### src/rtl/vdp_host_master_if.sv
`timescale 1ns/1ps
// Command, byte-stream and VDP CPU-bus signals of the host master, grouped so
// the master and its environment share one bundle.
interface vdp_host_master_if;
  logic        cmd_valid;
  logic        cmd_ready;
  logic [1:0]  cmd_op;
  logic [13:0] cmd_addr;
  logic [13:0] cmd_len;
  logic [7:0]  cmd_data;
  logic        wr_valid;
  logic        wr_ready;
  logic [7:0]  wr_data;
  logic        rd_valid;
  logic        rd_ready;
  logic [7:0]  rd_data;
  logic [7:0]  io_a;
  logic [7:0]  io_dout;
  logic [7:0]  io_din;
  logic        io_out_n;
  logic        io_in_n;
  logic        busy;
  logic        done;

  modport master (
    input  cmd_valid, cmd_op, cmd_addr, cmd_len, cmd_data,
    input  wr_valid, wr_data, rd_ready, io_din,
    output cmd_ready, wr_ready, rd_valid, rd_data,
    output io_a, io_dout, io_out_n, io_in_n, busy, done
  );

  modport slave (
    output cmd_valid, cmd_op, cmd_addr, cmd_len, cmd_data,
    output wr_valid, wr_data, rd_ready, io_din,
    input  cmd_ready, wr_ready, rd_valid, rd_data,
    input  io_a, io_dout, io_out_n, io_in_n, busy, done
  );
endinterface

### src/rtl/vdp_host_master.sv
`timescale 1ns/1ps
// Host-side initiator for the VDP CPU bus: turns register, VRAM and status
// commands into strobed I/O cycles on the VDP data and control ports.
module vdp_host_master #(
  parameter logic [7:0] VRAM_PORT     = 8'h01,
  parameter logic [7:0] VDP_PORT      = 8'h02,
  parameter int         STROBE_CYCLES = 4,
  parameter int         GAP_CYCLES    = 2
) (
  input logic               clk40m,
  input logic               rst,
  vdp_host_master_if.master bus
);

  typedef enum logic [2:0] {
    S_IDLE, S_WAIT_WR, S_WAIT_RD, S_SETUP, S_STROBE, S_HOLD, S_GAP, S_DONE
  } state_t;

  typedef enum logic [1:0] {SEQ_CTRL0, SEQ_CTRL1, SEQ_DATA} seq_t;

  state_t      state_q, state_d;
  seq_t        seq_q, seq_d;
  logic [1:0]  op_q, op_d;
  logic [13:0] addr_q, addr_d;
  logic [13:0] len_q, len_d;
  logic [7:0]  data_q, data_d;
  logic [15:0] cnt_q, cnt_d;
  logic        cmd_ready_q, cmd_ready_d;
  logic        wr_ready_q, wr_ready_d;
  logic        rd_valid_q, rd_valid_d;
  logic [7:0]  rd_data_q, rd_data_d;
  logic [7:0]  io_a_q, io_a_d;
  logic [7:0]  io_dout_q, io_dout_d;
  logic        io_out_n_q, io_out_n_d;
  logic        io_in_n_q, io_in_n_d;
  logic        busy_q, busy_d;
  logic        done_q, done_d;
  logic        advance;
  logic        rd_cycle;

  always_comb begin
    state_d    = state_q;
    seq_d      = seq_q;
    op_d       = op_q;
    addr_d     = addr_q;
    len_d      = len_q;
    data_d     = data_q;
    cnt_d      = cnt_q;
    io_a_d     = io_a_q;
    io_dout_d  = io_dout_q;
    rd_data_d  = rd_data_q;
    rd_valid_d = rd_valid_q && !bus.rd_ready;
    advance    = 1'b0;

    unique case (state_q)
      S_IDLE: begin
        if (bus.cmd_valid) begin
          op_d   = bus.cmd_op;
          addr_d = bus.cmd_addr;
          len_d  = bus.cmd_len;
          data_d = bus.cmd_data;
          if (bus.cmd_op == 2'b11) begin
            seq_d   = SEQ_DATA;
            state_d = rd_valid_d ? S_WAIT_RD : S_SETUP;
          end else begin
            seq_d   = SEQ_CTRL0;
            state_d = S_SETUP;
          end
        end
      end
      S_WAIT_WR: begin
        if (bus.wr_valid) begin
          state_d = S_SETUP;
          len_d   = len_q - 14'd1;
        end
      end
      S_WAIT_RD: begin
        if (!rd_valid_d) begin
          state_d = S_SETUP;
          if (op_q == 2'b10) len_d = len_q - 14'd1;
        end
      end
      S_SETUP: begin
        state_d = S_STROBE;
        cnt_d   = '0;
      end
      S_STROBE: begin
        if (cnt_q == 16'(STROBE_CYCLES - 1)) begin
          state_d = S_HOLD;
          if (seq_q == SEQ_DATA && op_q[1]) begin
            rd_data_d  = bus.io_din;
            rd_valid_d = 1'b1;
          end
        end else begin
          cnt_d = cnt_q + 16'd1;
        end
      end
      S_HOLD: begin
        if (GAP_CYCLES == 0) begin
          advance = 1'b1;
        end else begin
          state_d = S_GAP;
          cnt_d   = '0;
        end
      end
      S_GAP: begin
        if (cnt_q == 16'(GAP_CYCLES - 1)) advance = 1'b1;
        else cnt_d = cnt_q + 16'd1;
      end
      S_DONE:  state_d = S_IDLE;
      default: state_d = S_IDLE;
    endcase

    // Pick the next byte once a bus cycle has fully retired.
    if (advance) begin
      if (seq_q == SEQ_CTRL0) begin
        seq_d   = SEQ_CTRL1;
        state_d = S_SETUP;
      end else if (op_q == 2'b00 || op_q == 2'b11 || len_q == 14'd0) begin
        state_d = S_DONE;
      end else begin
        seq_d = SEQ_DATA;
        if (op_q == 2'b01) begin
          state_d = S_WAIT_WR;
        end else if (rd_valid_d) begin
          state_d = S_WAIT_RD;
        end else begin
          state_d = S_SETUP;
          len_d   = len_q - 14'd1;
        end
      end
    end

    if (state_d == S_SETUP) begin
      io_a_d = VDP_PORT;
      unique case (seq_d)
        SEQ_CTRL0: io_dout_d = (op_d == 2'b00) ? data_d : addr_d[7:0];
        SEQ_CTRL1: io_dout_d = (op_d == 2'b00) ? {5'b10000, addr_d[2:0]}
                                               : {1'b0, (op_d == 2'b01), addr_d[13:8]};
        default: begin
          io_a_d    = (op_d == 2'b11) ? VDP_PORT : VRAM_PORT;
          io_dout_d = (op_d == 2'b01) ? bus.wr_data : 8'h00;
        end
      endcase
    end

    rd_cycle    = (seq_d == SEQ_DATA) && op_d[1];
    io_out_n_d  = !((state_d == S_STROBE) && !rd_cycle);
    io_in_n_d   = !((state_d == S_STROBE) && rd_cycle);
    cmd_ready_d = (state_d == S_IDLE);
    busy_d      = (state_d != S_IDLE);
    done_d      = (state_d == S_DONE);
    wr_ready_d  = (state_d == S_WAIT_WR);
  end

  always_ff @(posedge clk40m or posedge rst) begin
    if (rst) begin
      state_q     <= S_IDLE;
      seq_q       <= SEQ_CTRL0;
      op_q        <= 2'b00;
      addr_q      <= '0;
      len_q       <= '0;
      data_q      <= '0;
      cnt_q       <= '0;
      cmd_ready_q <= 1'b1;
      wr_ready_q  <= 1'b0;
      rd_valid_q  <= 1'b0;
      rd_data_q   <= '0;
      io_a_q      <= '0;
      io_dout_q   <= '0;
      io_out_n_q  <= 1'b1;
      io_in_n_q   <= 1'b1;
      busy_q      <= 1'b0;
      done_q      <= 1'b0;
    end else begin
      state_q     <= state_d;
      seq_q       <= seq_d;
      op_q        <= op_d;
      addr_q      <= addr_d;
      len_q       <= len_d;
      data_q      <= data_d;
      cnt_q       <= cnt_d;
      cmd_ready_q <= cmd_ready_d;
      wr_ready_q  <= wr_ready_d;
      rd_valid_q  <= rd_valid_d;
      rd_data_q   <= rd_data_d;
      io_a_q      <= io_a_d;
      io_dout_q   <= io_dout_d;
      io_out_n_q  <= io_out_n_d;
      io_in_n_q   <= io_in_n_d;
      busy_q      <= busy_d;
      done_q      <= done_d;
    end
  end

  assign bus.cmd_ready = cmd_ready_q;
  assign bus.wr_ready  = wr_ready_q;
  assign bus.rd_valid  = rd_valid_q;
  assign bus.rd_data   = rd_data_q;
  assign bus.io_a      = io_a_q;
  assign bus.io_dout   = io_dout_q;
  assign bus.io_out_n  = io_out_n_q;
  assign bus.io_in_n   = io_in_n_q;
  assign bus.busy      = busy_q;
  assign bus.done      = done_q;

endmodule

### src/flat_wrapper.sv
// flat-port wrapper written by rule: the top's interface ports become plain ports
module vdp_host_master_flat 
#(
  parameter logic [7:0] VRAM_PORT     = 8'h01,
  parameter logic [7:0] VDP_PORT      = 8'h02,
  parameter int         STROBE_CYCLES = 4,
  parameter int         GAP_CYCLES    = 2
)
  (clk40m, rst, bus_cmd_valid, bus_cmd_op, bus_cmd_addr, bus_cmd_len, bus_cmd_data, bus_wr_valid, bus_wr_data, bus_rd_ready, bus_io_din, bus_cmd_ready, bus_wr_ready, bus_rd_valid, bus_rd_data, bus_io_a, bus_io_dout, bus_io_out_n, bus_io_in_n, bus_busy, bus_done);
  vdp_host_master_if bus_i ();
  input logic clk40m;
  input logic rst;
  input wire logic [$bits(bus_i.cmd_valid)-1:0] bus_cmd_valid;
  input wire logic [$bits(bus_i.cmd_op)-1:0] bus_cmd_op;
  input wire logic [$bits(bus_i.cmd_addr)-1:0] bus_cmd_addr;
  input wire logic [$bits(bus_i.cmd_len)-1:0] bus_cmd_len;
  input wire logic [$bits(bus_i.cmd_data)-1:0] bus_cmd_data;
  input wire logic [$bits(bus_i.wr_valid)-1:0] bus_wr_valid;
  input wire logic [$bits(bus_i.wr_data)-1:0] bus_wr_data;
  input wire logic [$bits(bus_i.rd_ready)-1:0] bus_rd_ready;
  input wire logic [$bits(bus_i.io_din)-1:0] bus_io_din;
  output wire logic [$bits(bus_i.cmd_ready)-1:0] bus_cmd_ready;
  output wire logic [$bits(bus_i.wr_ready)-1:0] bus_wr_ready;
  output wire logic [$bits(bus_i.rd_valid)-1:0] bus_rd_valid;
  output wire logic [$bits(bus_i.rd_data)-1:0] bus_rd_data;
  output wire logic [$bits(bus_i.io_a)-1:0] bus_io_a;
  output wire logic [$bits(bus_i.io_dout)-1:0] bus_io_dout;
  output wire logic [$bits(bus_i.io_out_n)-1:0] bus_io_out_n;
  output wire logic [$bits(bus_i.io_in_n)-1:0] bus_io_in_n;
  output wire logic [$bits(bus_i.busy)-1:0] bus_busy;
  output wire logic [$bits(bus_i.done)-1:0] bus_done;
  assign bus_i.cmd_valid = bus_cmd_valid;
  assign bus_i.cmd_op = bus_cmd_op;
  assign bus_i.cmd_addr = bus_cmd_addr;
  assign bus_i.cmd_len = bus_cmd_len;
  assign bus_i.cmd_data = bus_cmd_data;
  assign bus_i.wr_valid = bus_wr_valid;
  assign bus_i.wr_data = bus_wr_data;
  assign bus_i.rd_ready = bus_rd_ready;
  assign bus_i.io_din = bus_io_din;
  assign bus_cmd_ready = bus_i.cmd_ready;
  assign bus_wr_ready = bus_i.wr_ready;
  assign bus_rd_valid = bus_i.rd_valid;
  assign bus_rd_data = bus_i.rd_data;
  assign bus_io_a = bus_i.io_a;
  assign bus_io_dout = bus_i.io_dout;
  assign bus_io_out_n = bus_i.io_out_n;
  assign bus_io_in_n = bus_i.io_in_n;
  assign bus_busy = bus_i.busy;
  assign bus_done = bus_i.done;
  vdp_host_master #(.VRAM_PORT(VRAM_PORT), .VDP_PORT(VDP_PORT), .STROBE_CYCLES(STROBE_CYCLES), .GAP_CYCLES(GAP_CYCLES)) u_core (.clk40m(clk40m), .rst(rst), .bus(bus_i));
endmodule
### config.mk
export PLATFORM = sky130hd
export DESIGN_NAME = vdp_host_master_flat
export DESIGN_NICKNAME = d
export VERILOG_FILES = /design/src/rtl/vdp_host_master_if.sv /design/src/rtl/vdp_host_master.sv /design/src/flat_wrapper.sv
export SDC_FILE = /design/constraint.sdc
export NUM_CORES = 1
export LEC_CHECK = 0
export ABC_AREA = 0
export CORE_ASPECT_RATIO = 1.25
export CORE_MARGIN = 4
export CORE_UTILIZATION = 45
export DETAILED_ROUTE_END_ITERATION = 6
export PLACE_DENSITY = 0.71
export SETUP_SLACK_MARGIN = 0.4
export SLEW_MARGIN = 20
export SYNTH_ARGS = -nofsm -noshare
export SYNTH_HDL_FRONTEND = slang
export SYNTH_SLANG_ARGS = --single-unit
### constraint.sdc
create_clock -name clk40m -period 4.17 [get_ports clk40m]
set_clock_uncertainty 0.15 [all_clocks]
set_input_delay 1.251 -clock clk40m [delete_from_list [all_inputs] [get_ports clk40m]]
set_output_delay 1.251 -clock clk40m [all_outputs]
set_load 0.05 [all_outputs]
==> results.py, run 1 <==
metrics = {
    "grt": {
        "antenna_found_initial": 0,
        "grt_util_met1_pct": 24.9,
        "grt_pass1_vias": 3890,
        "grt_pass1_wl_um": 18700,
        "grt_start_max_net_pins": 60,
        "overflow": 0,
        "met2_usage_pct": 33.0,
        "track_usage_pct": 19.5,
        "busiest_layer": "met2",
        "met3_usage_pct": 3.92,
    },
    "detailed_routing": {
        "num_vias": 3993,
        "dr.pass1.iters": 5,
        "drt_iter0_markers": 220,
        "drc": 0,
        "ant_nets": 0,
        "routed_wl_um": 11400,
        "viasPerCell": 5.70,
        "wire_per_inst_um": 16.2,
    },
    "synthesis": {
        "yosysTopAreaCell": "dfrtp_1",
        "synth_flop_cell": "dfrtp_1",
        "syn-cell-area_um2": 4570,
        "synth_cell_types": 63,
        "synth_top_area_share_pct": 44.3,
        "synth_edf_count": 0,
        "yosys-top-cells-area": "dfrtp_1 44%, mux2_2 6.9%, nand2_1 5.9%",
        "synth-seq-cells": 84,
        "yosysSeqAreaShare_pct": 46.0,
        "avgSynthCellArea_um2": 9.45,
        "yosysWarnings": 0,
        "async_reset_ff_share_pct": 100,
        "synth_cells": 484,
    },
    "cells_and_area": {
        "fin_util_pct": 60.3,
        "syn2layout_area_growth_pct": 28.6,
        "regArea_um2": 2110,
        "drive_gt1_share_pct": 12.9,
        "final_area_um2": 5880,
        "nets": 634,
        "multi_input_area_um2": 2290,
        "nFillCells": 855,
        "insertedDiodeCount": 0,
    },
    "clocking": {
        "ctsHtreeMaxLevel": 3,
        "hold_buffers": 0,
        "clk_pin_slew_ps": 50,
        "cts_root_buf": "clkbuf_16",
        "cts_buffers": 9,
        "clockBufferDepth": 2,
        "clkLatencyLatePin_ps": 330,
        "clkSinkCount": 84,
        "cts_tree": "yes",
    },
    "hold_path": {
        "hold_class": "reg2reg",
    },
    "placement": {
        "dp_hpwl_um": 8330,
        "io_buffers": 83,
        "gp_routability_congestion": 0.864,
        "place_ws_ps": 202,
        "placed_cell_area_um2": 5570,
    },
    "die": {
        "pin_count": 90,
        "die_w_um": 98.2,
        "die_y_um": 121,
        "start_util_pct": 46.9,
        "die_area_um2": 11800,
        "num_rows": 40,
        "core-area_um2": 9760,
    },
    "timing": {
        "finalCritPeriodShare_pct": 86.7,
        "fin_tns_setup_ps": 0,
        "hold_violations": 0,
        "rsz0062_at_grt": "false",
        "fmax_mhz": 277,
        "tightest_slew_ps": 716,
        "setup_violations": 0,
        "fin_crit_ps": 3610,
        "holdWs_ps": 326,
        "relSlewSlack_pct": 52.3,
        "setup_slack_ps": 557,
        "slew_violations": 0,
    },
    "power_and_ir_drop": {
        "powerDensity_nw_per_um2": 727,
        "leakage_nw": 2.53,
        "vdd_ir_drop_max_uv": 509,
    },
    "worst_setup_path": {
        "cp_data_required_time_ps": 4240,
        "cp_data_arrival_time_ps": 3680,
        "crit_type": "in2reg",
        "end_kind": "register",
        "worstSetupStartpointType": "primary input",
        "worstPathMaxFanout": 9,
    },
    "status": {
        "status": "finished, final reports clean",
    },
    "job": {
        "drv_cap": 0,
    },
}
-- worst paths after layout --
check	startpoint	end	slack (ps)	cells after the start
max	bus_cmd_valid	u_core.bus.io_dout[0]	560	7
min	u_core.addr_q[9]	u_core.addr_q[9]	330	2
max reg2reg	u_core.cnt_q[5]	u_core.len_q[6]	930	6
min reg2reg	u_core.addr_q[9]	u_core.addr_q[9]	330	2
max in group asynchronous	rst	u_core.addr_q[11]	1920	3
min in group asynchronous	rst	u_core.bus.rd_data[4]	1250	2
-- cell usage after synthesis (8+ instances only) --
cell type and number:
o22ai_1 9, clkbuf_1 17, o21ai_0 23, a22oi_1 9, nand3_1 16, dfrtp_1 81
or3_1 14, mux2_2 28, nand2b_1 8, a21oi_1 23, nand2_1 72, inv_1 25
nor2_1 27
-- placed cells by master, fill, tap and decap left out, types with 8 or more instances in the layout --
cell,instances
o21ai_0,23
clkdlybuf4s50_1,83
dfrtp_1,81
o22ai_1,9
inv_1,24
nand2b_1,8
nor2_1,27
nand2_1,72
buf_4,13
nand3_1,16
or3_1,14
clkbuf_16,9
mux2_2,28
a21oi_1,23
a22oi_1,9
-- per-stage QoR --
| step | power [mW] | std cells |
|---|---|---|
| detailed placement | 3.45 | 685 |
| finish | 4.28 | 701 |
| global route | 4.56 | 701 |
| floorplan | 2.86 | 489 |
| global placement | 3.39 | 685 |
| CTS | 4.29 | 701 |
-- power by group --
part           switching [mW]  leakage [nW]  total, mW  internal (mW)
registers               0.246          1.05       1.36           1.12
clock network           0.299         0.150      0.813          0.514
logic                    1.23          1.33       2.10          0.876
total                    1.77          2.53       4.28           2.51
-- layer usage --
metal / routed length [um] / share of wire (%) / vias up
met1: 4950 / 43 / 1962
met2: 5760 / 51 / 109
met4: 181 / 1.6 / 0
met3: 488 / 4.3 / 13
li1: - / - / 1909
met5: 0 / 0 / -
-- state kept, by name, summed over array words and instances (netlist names) --
name / flops
u_core.bus.io_a: 2
u_core.bus.done: 1
u_core.cnt_q: 16
u_core.state_q: 3
u_core.seq_q: 2
u_core.len_q: 14
u_core.bus.cmd_ready: 1
u_core.bus.io_dout: 8
u_core.data_q: 8
u_core.addr_q: 14
u_core.bus.wr_ready: 1
u_core.bus.busy: 1
u_core.bus.rd_valid: 1
u_core.op_q: 2
u_core.bus.io_in_n: 1
u_core.bus.io_out_n: 1
u_core.bus.rd_data: 8
-- final cells by class --
| class | instances | share of cell area, % |
|---|---|---|
| Timing Repair Buffer | 96 | 15.8 |
| Multi-Input combinational cell | 354 | 38.9 |
| Clock inverter | 1 | 0.510 |
| Tap cell | 126 | 2.68 |
| Sequential cell | 84 | 35.8 |
| Clock buffer | 15 | 4.72 |
| Inverter | 25 | 1.64 |
-- cells by family (layout without fill, tap and decap cells) --
group	Yosys count	in the layout	synth area share, %
AO/OA/AOI/OAI	112	112	16.5
flip-flops	84	84	46.0
buffers and inverters	51	137	4.73
AND/OR/NAND/NOR	192	192	22.1
XOR/XNOR	7	7	1.34
multiplexers	32	32	7.85
other	1	6	0.0820
adder cells (fa/ha/maj)	5	5	1.37
-- timing repair --
action                     in CTS  in global routing
setup buffers                   0                  0
setup endpoints to repair       0                  1
resized for setup               0                  1
-- worst max-delay path, stage by stage --
cell             delay (ps)
clkdlybuf4s50_1         540
nor4b_4                 550
mux2i_1                 470
a21oi_1                 220
o221ai_1                260
o2111ai_1               120
mux2_2                  270
Power figures use the tool's default switching activity.
==> run 2, diff against run 1 <==
REMOVE_ABC_BUFFERS = 1   (was unset)
==> run 2 against run 1 <==
- clock power up 5.9%
- sequential share of layout area down 0.15 points
- sequential power about the same
- clock-buffer cell count down 3
- maximum frequency down 0.71%
- final cell count up 0.14%
- critical path depth unchanged
- largest cell class unchanged
==> results.py, run 2 (synthesis results as in run 1) <==
metrics = {
    "status": {
        "status": "finished, final reports clean",
    },
    "worst_setup_path": {
        "r2r_slack_ps": 970,
        "crit_type": "in2reg",
        "worstPathMaxFanout": 8,
        "worst_r2r_path_depth": 9,
        "crit-reg2reg-launch": "u_core.len_q[0]",
        "cp_data_arrival_time_ps": 3780,
        "crit_start": "bus_cmd_valid",
        "cp_data_required_time_ps": 4310,
        "end_kind": "register",
        "worstSetupStartpointType": "primary input",
        "r2r_end": "u_core.bus.io_dout[0]",
    },
    "clocking": {
        "cts_root_buf": "clkbuf_16",
        "clkLatencyLatePin_ps": 350,
        "clkSinkCount": 84,
        "clk_pin_slew_ps": 60,
        "clockBufferDepth": 2,
        "cts_buffers": 9,
        "cts_tree": "yes",
        "ctsHtreeMaxLevel": 3,
        "cts_setup_buffers": 0,
    },
    "timing": {
        "relSlewSlack_pct": 54.3,
        "holdWs_ps": 322,
        "tightest_slew_ps": 679,
        "fmax_mhz": 275,
        "hold_violations": 0,
        "rsz0062_at_grt": "true",
        "fin_crit_ps": 3640,
        "slew_violations": 0,
        "fin_tns_setup_ps": 0,
        "setup_violations": 0,
        "finalCritPeriodShare_pct": 87.3,
    },
    "placement": {
        "gp_routability_congestion": 0.869,
        "dp_hpwl_um": 8540,
        "io_buffers": 83,
    },
    "die": {
        "die_w_um": 98.2,
        "die_y_um": 121,
        "num_rows": 40,
        "start_util_pct": 46.9,
        "die_area_um2": 11800,
        "pin_count": 90,
        "core-area_um2": 9760,
    },
    "grt": {
        "met3_usage_pct": 4.73,
        "antenna_found_initial": 0,
        "grt_util_met1_pct": 23.8,
        "grt_start_max_net_pins": 48,
        "met2_usage_pct": 34.7,
        "grt_pass1_vias": 4035,
        "busiest_layer": "met2",
        "track_usage_pct": 19.9,
        "overflow": 0,
        "grt_pass1_wl_um": 19100,
    },
    "cells_and_area": {
        "top_register": "u_core.cnt_q",
        "largest_reg_flops": 16,
        "layout_common_cells": "83 x clkdlybuf4s50_1, 81 x dfrtp_1, 72 x nand2_1, 28 x mux2_2, 27 x nor2_1",
        "nets": 635,
        "reg.largest.list": "u_core.cnt_q (16), u_core.addr_q (14), u_core.len_q (14)",
        "insertedDiodeCount": 0,
        "drive_gt1_share_pct": 13.4,
        "syn2layout_area_growth_pct": 29.2,
        "fin_util_pct": 60.5,
        "layout_commonest_cell": "clkdlybuf4s50_1",
    },
    "hold_path": {
        "hold_end": "u_core.addr_q[7]",
        "whs_path_depth": 2,
        "hp-start": "u_core.addr_q[7]",
        "hold_class": "reg2reg",
    },
    "detailed_routing": {
        "num_vias": 3997,
        "wire_per_inst_um": 16.4,
        "drc": 0,
        "ant_nets": 0,
        "drt_iter0_markers": 211,
        "dr.pass1.iters": 7,
        "routed_wl_um": 11500,
        "viasPerCell": 5.69,
    },
    "job": {
        "drv_cap": 0,
    },
    "power_and_ir_drop": {
        "vdd_ir_drop_max_uv": 371,
        "total_power_mw": 4.34,
        "leakage_nw": 2.54,
        "powerDensity_nw_per_um2": 735,
    },
}
[run 2: per-layer routing]
metal | share of wire (%) | vias to the layer above
met5 | 0 | -
met4 | 2.2 | 0
met3 | 5.0 | 25
met2 | 52 | 113
met1 | 41 | 1948
li1 | - | 1911
[run 2: worst max-delay path by stage]
stage | endpoint | slack [ps] | cells past startpoint
3_5_place_dp | u_core.bus.io_a[1] | 160 | 9
3_3_place_gp | u_core.bus.io_dout[3] | 230 | 7
6_report | u_core.bus.io_dout[4] | 530 | 7
5_1_grt | u_core.bus.io_dout[3] | 390 | 7
4_1_cts | u_core.bus.io_a[1] | 520 | 9
2_1_floorplan | u_core.bus.io_dout[3] | -520 | 6
[run 2: what timing repair did]
action | 4_1_cts | 5_1_grt
hold buffers | 0 | 0
resized for setup | 0 | 1
setup endpoints to repair | 0 | 4
[run 2: layout make-up]
type	count	area, um^2
Fill cell	839	3850
Multi-Input combinational cell	354	2280
Sequential cell	84	2110
Timing Repair Buffer	97	948
Clock buffer	12	246
Tap cell	126	158
Inverter	25	95.1
Clock inverter	4	72.6
[run 2: power by group]
group	switching (mW)	internal, mW
combinational	1.22	0.892
clock	0.320	0.540
sequential	0.253	1.12
[run 2: metrics by stage]
step	std cells	worst slack (ps)	area [um^2]
after floorplan	463	-524	4470
after global placement	686	229	5590
after detailed placement	686	159	5590
after CTS	702	519	5900
after global routing	702	385	5910
final	702	531	5910
[run 2: worst max-delay path: stages]
cell and delay, ps:
clkdlybuf4s50_1 570, or4b_2 700, mux2i_2 460, nor2_1 60, or4_1 480, o221ai_1 80, mux2_2 170
